<file path="src/rtl/shared_port_sched_pkg.sv">
// shared_port_sched_pkg: FSM state encoding and counter width shared by the port scheduler.
package shared_port_sched_pkg;
  typedef enum logic [1:0] {IDLE, GRANT, GAP} state_e;
  localparam int CNT_W = 8;
endpackage

</file>
<file path="src/rtl/shared_port_sched_rr_pick.sv">
// rr_pick: combinational round-robin winner search starting at ptr, wrapping past N-1 to 0.
module rr_pick #(
  parameter int N = 8,
  localparam int IW = $clog2(N)
) (
  input  logic [N-1:0]  req,
  input  logic [IW-1:0] ptr,
  output logic [N-1:0]  onehot,
  output logic [IW-1:0] idx,
  output logic          found
);
  logic [IW-1:0] hi_idx, lo_idx;
  logic          hi_found;
  // Descending scan leaves the lowest set index overall and the lowest at-or-above ptr.
  always_comb begin
    hi_idx = '0;
    lo_idx = '0;
    hi_found = 1'b0;
    for (int j = N - 1; j >= 0; j--) begin
      if (req[j]) begin
        lo_idx = IW'(j);
        if (IW'(j) >= ptr) begin
          hi_idx = IW'(j);
          hi_found = 1'b1;
        end
      end
    end
    found = |req;
    idx = hi_found ? hi_idx : lo_idx;
    onehot = found ? N'(1) << idx : '0;
  end
endmodule

</file>
<file path="src/rtl/shared_port_sched.sv">
// shared_port_sched: round-robin grant of one shared port with burst cap and one-cycle release gap.
// Optional stall-timeout forced release when SHARED_PORT_SCHED_STALL_TIMEOUT_EN is defined.
module shared_port_sched
  import shared_port_sched_pkg::*;
#(
  parameter int N_REQ = 8,
  parameter int MAX_BURST = 16,
  parameter int STALL_LIMIT = 32,
  localparam int IW = $clog2(N_REQ)
) (
  input  logic             i_clk,
  input  logic             i_rst,
  input  logic [N_REQ-1:0] i_req,
  input  logic [N_REQ-1:0] i_last,
  input  logic             i_port_rdy,
  output logic [N_REQ-1:0] o_grant,
  output logic [IW-1:0]    o_grant_idx,
  output logic             o_grant_vld
);
  if (N_REQ < 2 || N_REQ > 32 || MAX_BURST < 1 || MAX_BURST > 255 ||
      STALL_LIMIT < 1 || STALL_LIMIT > 255) begin : g_bad_cfg
    $error("shared_port_sched: parameter out of range");
  end
  state_e           state_q, state_d;
  logic [IW-1:0]    rr_ptr_q, rr_ptr_d, idx_q, idx_d, pick_idx;
  logic [N_REQ-1:0] grant_q, grant_d, pick_oh;
  logic             vld_q, vld_d, pick_found, beat, rel, stall_rel;
  logic [CNT_W-1:0] beat_cnt_q, beat_cnt_d;
  rr_pick #(.N(N_REQ)) u_pick (
    .req(i_req), .ptr(rr_ptr_q), .onehot(pick_oh), .idx(pick_idx), .found(pick_found)
  );
  assign beat = vld_q & i_req[idx_q] & i_port_rdy;
`ifdef SHARED_PORT_SCHED_STALL_TIMEOUT_EN
  logic [CNT_W-1:0] stall_q, stall_d;
  logic             stalling;
  assign stalling = vld_q & i_req[idx_q] & ~i_port_rdy;
  assign stall_rel = stalling & (stall_q == CNT_W'(STALL_LIMIT - 1));
  always_comb begin
    stall_d = stall_q;
    if (state_q != GRANT) stall_d = '0;
    else if (beat) stall_d = '0;
    else if (stalling) stall_d = stall_q + 1'b1;
  end
  always_ff @(posedge i_clk) stall_q <= i_rst ? '0 : stall_d;
`else
  assign stall_rel = 1'b0;
`endif
  assign rel = (beat & (i_last[idx_q] | (beat_cnt_q == CNT_W'(MAX_BURST - 1)))) |
               ~i_req[idx_q] | stall_rel;
  always_comb begin
    state_d = state_q;
    rr_ptr_d = rr_ptr_q;
    beat_cnt_d = beat_cnt_q;
    grant_d = grant_q;
    idx_d = idx_q;
    vld_d = vld_q;
    if (state_q == GRANT) begin
      beat_cnt_d = beat_cnt_q + CNT_W'(beat);
      if (rel) begin
        state_d = GAP;
        grant_d = '0;
        idx_d = '0;
        vld_d = 1'b0;
        rr_ptr_d = (idx_q == IW'(N_REQ - 1)) ? '0 : idx_q + 1'b1;
      end
    end else if (pick_found) begin
      state_d = GRANT;
      grant_d = pick_oh;
      idx_d = pick_idx;
      vld_d = 1'b1;
      beat_cnt_d = '0;
    end else begin
      state_d = IDLE;
    end
  end
  always_ff @(posedge i_clk) begin
    if (i_rst) begin
      state_q <= IDLE;
      rr_ptr_q <= '0;
      beat_cnt_q <= '0;
      grant_q <= '0;
      idx_q <= '0;
      vld_q <= 1'b0;
    end else begin
      state_q <= state_d;
      rr_ptr_q <= rr_ptr_d;
      beat_cnt_q <= beat_cnt_d;
      grant_q <= grant_d;
      idx_q <= idx_d;
      vld_q <= vld_d;
    end
  end
  assign o_grant = grant_q;
  assign o_grant_idx = idx_q;
  assign o_grant_vld = vld_q;
endmodule

</file>
<file path="config.mk">
export PLATFORM = sky130hd
export DESIGN_NAME = shared_port_sched
export DESIGN_NICKNAME = d
export VERILOG_FILES = /design/src/rtl/shared_port_sched_pkg.sv /design/src/rtl/shared_port_sched_rr_pick.sv /design/src/rtl/shared_port_sched.sv
export SDC_FILE = /design/constraint.sdc
export NUM_CORES = 1
export LEC_CHECK = 0
export BUFFER_PORTS_ARGS = -buffer_cell sky130_fd_sc_hd__buf_2
export CAP_MARGIN = 20
export CORE_MARGIN = 4
export CORE_UTILIZATION = 35
export DETAILED_ROUTE_END_ITERATION = 10
export GPL_TIMING_DRIVEN = 0
export MAX_ROUTING_LAYER = met4
export SLEW_MARGIN = 20
export SYNTH_ARGS = -nofsm -noshare
export SYNTH_HDL_FRONTEND = slang
export SYNTH_HIERARCHICAL = 1
export SYNTH_SLANG_ARGS = --single-unit
</file>
<file path="constraint.sdc">
create_clock -name i_clk -period 6.5 [get_ports i_clk]
set_input_delay 0 -clock i_clk [delete_from_list [all_inputs] [get_ports i_clk]]
set_output_delay 0 -clock i_clk [all_outputs]
set_load 0.05 [all_outputs]
</file>
==> impl_metrics.env <==
export IMPL_cts_sinks=25
export IMPL_dr_first_iter_drc_count=126
export IMPL_vias=1490
export IMPL_syn_area_per_cell_um2=9.01
export IMPL_htree_levels=1
export IMPL_hold_path_class="in -> reg"
export IMPL_clockBufferDepth=2
export IMPL_dr_max_layer_used="met4"
export IMPL_cts_tree="done"
export IMPL_fmax_mhz=359
export IMPL_setup_viol=0
export IMPL_endpoint_kind="register"
export IMPL_dp_cells=261
export IMPL_fin_setup_tns_ps=0
export IMPL_track_usage=0.141
export IMPL_fin_nets=237
export IMPL_r2r_end="beat_cnt_q[6]"
export IMPL_cts_setup_buffers=0
export IMPL_mostFrequentLayoutCells="31 x buf_2, 25 x dfxtp_1, 20 x nor2_1"
export IMPL_synth_flop_cell="dfxtp_1"
export IMPL_clock_latency_ps=270
export IMPL_rsz0062_at_grt="false"
export IMPL_finalCritPeriodShare=0.429
export IMPL_port_buffers=29
export IMPL_layout_drive_gt1_share=0.272
export IMPL_wl_met1_um=1910
export IMPL_min_from="i_rst"
export IMPL_hold_viol=0
export IMPL_grt_max_degree=16
export IMPL_worst_slack_ps=3710
export IMPL_start_util=0.367
export IMPL_std_cell_rows=24
export IMPL_arrival_ps=3000
export IMPL_syn_cell_area_um2=1620
export IMPL_hpwlAfterDp_um=2910
export IMPL_power_density_nw_per_um2=203
export IMPL_tightest_slew_ps=609
export IMPL_ant_nets=0
export IMPL_worstPathMaxFanout=7
export IMPL_synth_edf_count=0
export IMPL_die_w_um=76.1
export IMPL_die_h_um=76.1
export IMPL_core_area_um2=4410
export IMPL_clk_pin_slew_ps=90
export IMPL_hold_buffers=0
export IMPL_cp_required_ps=6710
export IMPL_min_period_ps=2790
export IMPL_ir_drop_mv=0.111
export IMPL_ys_seq_area_frac=0.309
export IMPL_die_area_um2=5790
export IMPL_synthCells=180
export IMPL_total_power_mw=0.383
export IMPL_hold_path_depth=3
export IMPL_startpoint="o_grant_idx[0]"
export IMPL_p_leak_nw=0.755
export IMPL_wl_per_cell_um=14.9
export IMPL_synth_fp_nets=203
export IMPL_finalMaxSlewViolations=0
export IMPL_route_met3_wl_um=154
export IMPL_hold_end="rr_ptr_q[1]"
export IMPL_cts_resized=0
export IMPL_dp_slack_ps=3720
export IMPL_gp_congestion=0.786
export IMPL_outcome="completed"
export IMPL_reg2reg_from="o_grant_idx[0]"
export IMPL_areaGrowthSynthToFinish_pct=16.0
export IMPL_grt_ovfl_total=0
export IMPL_n_antenna_cell=0
export IMPL_fill_cells=459
export IMPL_r2r_slack_ps=3710
export IMPL_final_common_cell="buf_2"
export IMPL_drtPass1Iterations=4
export IMPL_cp_start_kind="register"
export IMPL_drv_cap=0
export IMPL_ys_async_sr_fraction=0
export IMPL_wl_um=3950
export IMPL_post_synth_num_cell_types=57
export IMPL_final_cells=265
export IMPL_avgViaCountPerCell=5.62
export IMPL_ff_latch_area_um2=500
export IMPL_grt_pass1_wl_um=6710
export IMPL_critPathKind="reg -> reg"
export IMPL_grt_pass1_vias=1366
export IMPL_slew_headroom=0.590
export IMPL_grt_antenna_before_repair=0
export IMPL_dr_wl_met2_um=1840
export IMPL_multi_input_area_um2=1050
export IMPL_ff2ff_path_depth=9
export IMPL_numCtsBuffers=3
export IMPL_finClkSkew_ps=1.67
export IMPL_io_pins=31
export IMPL_yosysWarnings=6
export IMPL_route_detailed_drc=0
export IMPL_cts_root_buf="clkbuf_8"
export IMPL_ys_ff_latch=25
how the worst max path moves through the flow:
stage	endpoint	cells after the start	slack, ps
6_report	beat_cnt_q[6]	9	3710
5_1_grt	beat_cnt_q[6]	9	3520
4_1_cts	beat_cnt_q[6]	9	3690
3_5_place_dp	beat_cnt_q[6]	9	3720
3_3_place_gp	beat_cnt_q[6]	9	3730
2_1_floorplan	beat_cnt_q[6]	9	3570
flip-flops by register name, indices dropped and copies added, names as in the netlist:
signal	cells
beat_cnt_q	8
o_grant	8
o_grant_idx	3
rr_ptr_q	3
state_q	2
o_grant_vld	1
metal layers:
| metal | up-vias | track usage |
|---|---|---|
| li1 | 750 | - |
| met1 | 714 | 0.186 |
| met2 | 22 | 0.214 |
| met3 | 4 | 0.0284 |
| met4 | 0 | 0.0472 |
| met5 | - | - |
synthesized netlist by cell type (2+ instances only):
| cell | number | area, um^2 |
|---|---|---|
| a221o_1 | 2 | 20.0 |
| mux4_2 | 2 | 45.0 |
| o31a_1 | 2 | 17.5 |
| nor3_1 | 6 | 30.0 |
| nand3_1 | 6 | 30.0 |
| buf_6 | 3 | 33.8 |
| nor4_1 | 3 | 18.8 |
| inv_1 | 4 | 15.0 |
| and2_1 | 3 | 18.8 |
| a211oi_1 | 3 | 22.5 |
| a21oi_1 | 10 | 50.1 |
| buf_2 | 2 | 10.0 |
| ha_1 | 4 | 50.1 |
| clkbuf_1 | 2 | 7.51 |
| dfxtp_1 | 25 | 500 |
| nor2b_1 | 6 | 37.5 |
| and3_1 | 3 | 18.8 |
| nand3b_1 | 3 | 22.5 |
| mux2_2 | 2 | 22.5 |
| nor2_1 | 20 | 75.1 |
| mux4_1 | 2 | 52.6 |
| a21bo_2 | 2 | 20.0 |
| a22o_2 | 2 | 20.0 |
| nand2b_1 | 4 | 25.0 |
| a22o_1 | 10 | 87.6 |
| o21ai_0 | 7 | 35.0 |
| nand4b_1 | 2 | 17.5 |
| nand2_1 | 11 | 41.3 |
area by class of cell:
class                      instances  area share
buffer                             8      0.0293
clock buffer                       3      0.0220
clock inverter                     1     0.00399
inverter                           4     0.00798
multi-input combinational        143       0.559
sequential                        25       0.266
tap                               52      0.0346
timing repair buffer              29      0.0772
stage by stage:
step / utilization / cell area [um^2] / hold WS, ps
finish: 0.426 / 1880 / 116
global route: 0.426 / 1880 / 155
CTS: 0.426 / 1880 / 110
detailed placement: 0.415 / 1830 / 408
global placement: 0.415 / 1830 / 404
floorplan: - / 1620 / 283
worst max-delay path: stages, from the launching register on:
cell,delay (ps)
dfxtp_1,530
mux4_1,590
mux2_4,320
and3_2,220
ha_1,190
ha_1,210
and3_1,190
nand2_1,70
mux2_2,320
nor2_1,80
power by group:
| part | switching [mW] | internal [mW] |
|---|---|---|
| registers | 0.0102 | 0.162 |
| logic | 0.0701 | 0.0429 |
| clock network | 0.0539 | 0.0435 |
| total | 0.134 | 0.248 |
cells by family after synthesis:
logic type	Yosys count	share of synthesized area
adders and majority gates	4	0.0309
AOI/OAI and AO/OA	52	0.255
and+or+nand+nor	78	0.268
xor gates and xnor gates	1	0.00540
buffers and inverters	12	0.0432
muxes	8	0.0895
DFF	25	0.309
(Power assumes the default switching activity.)
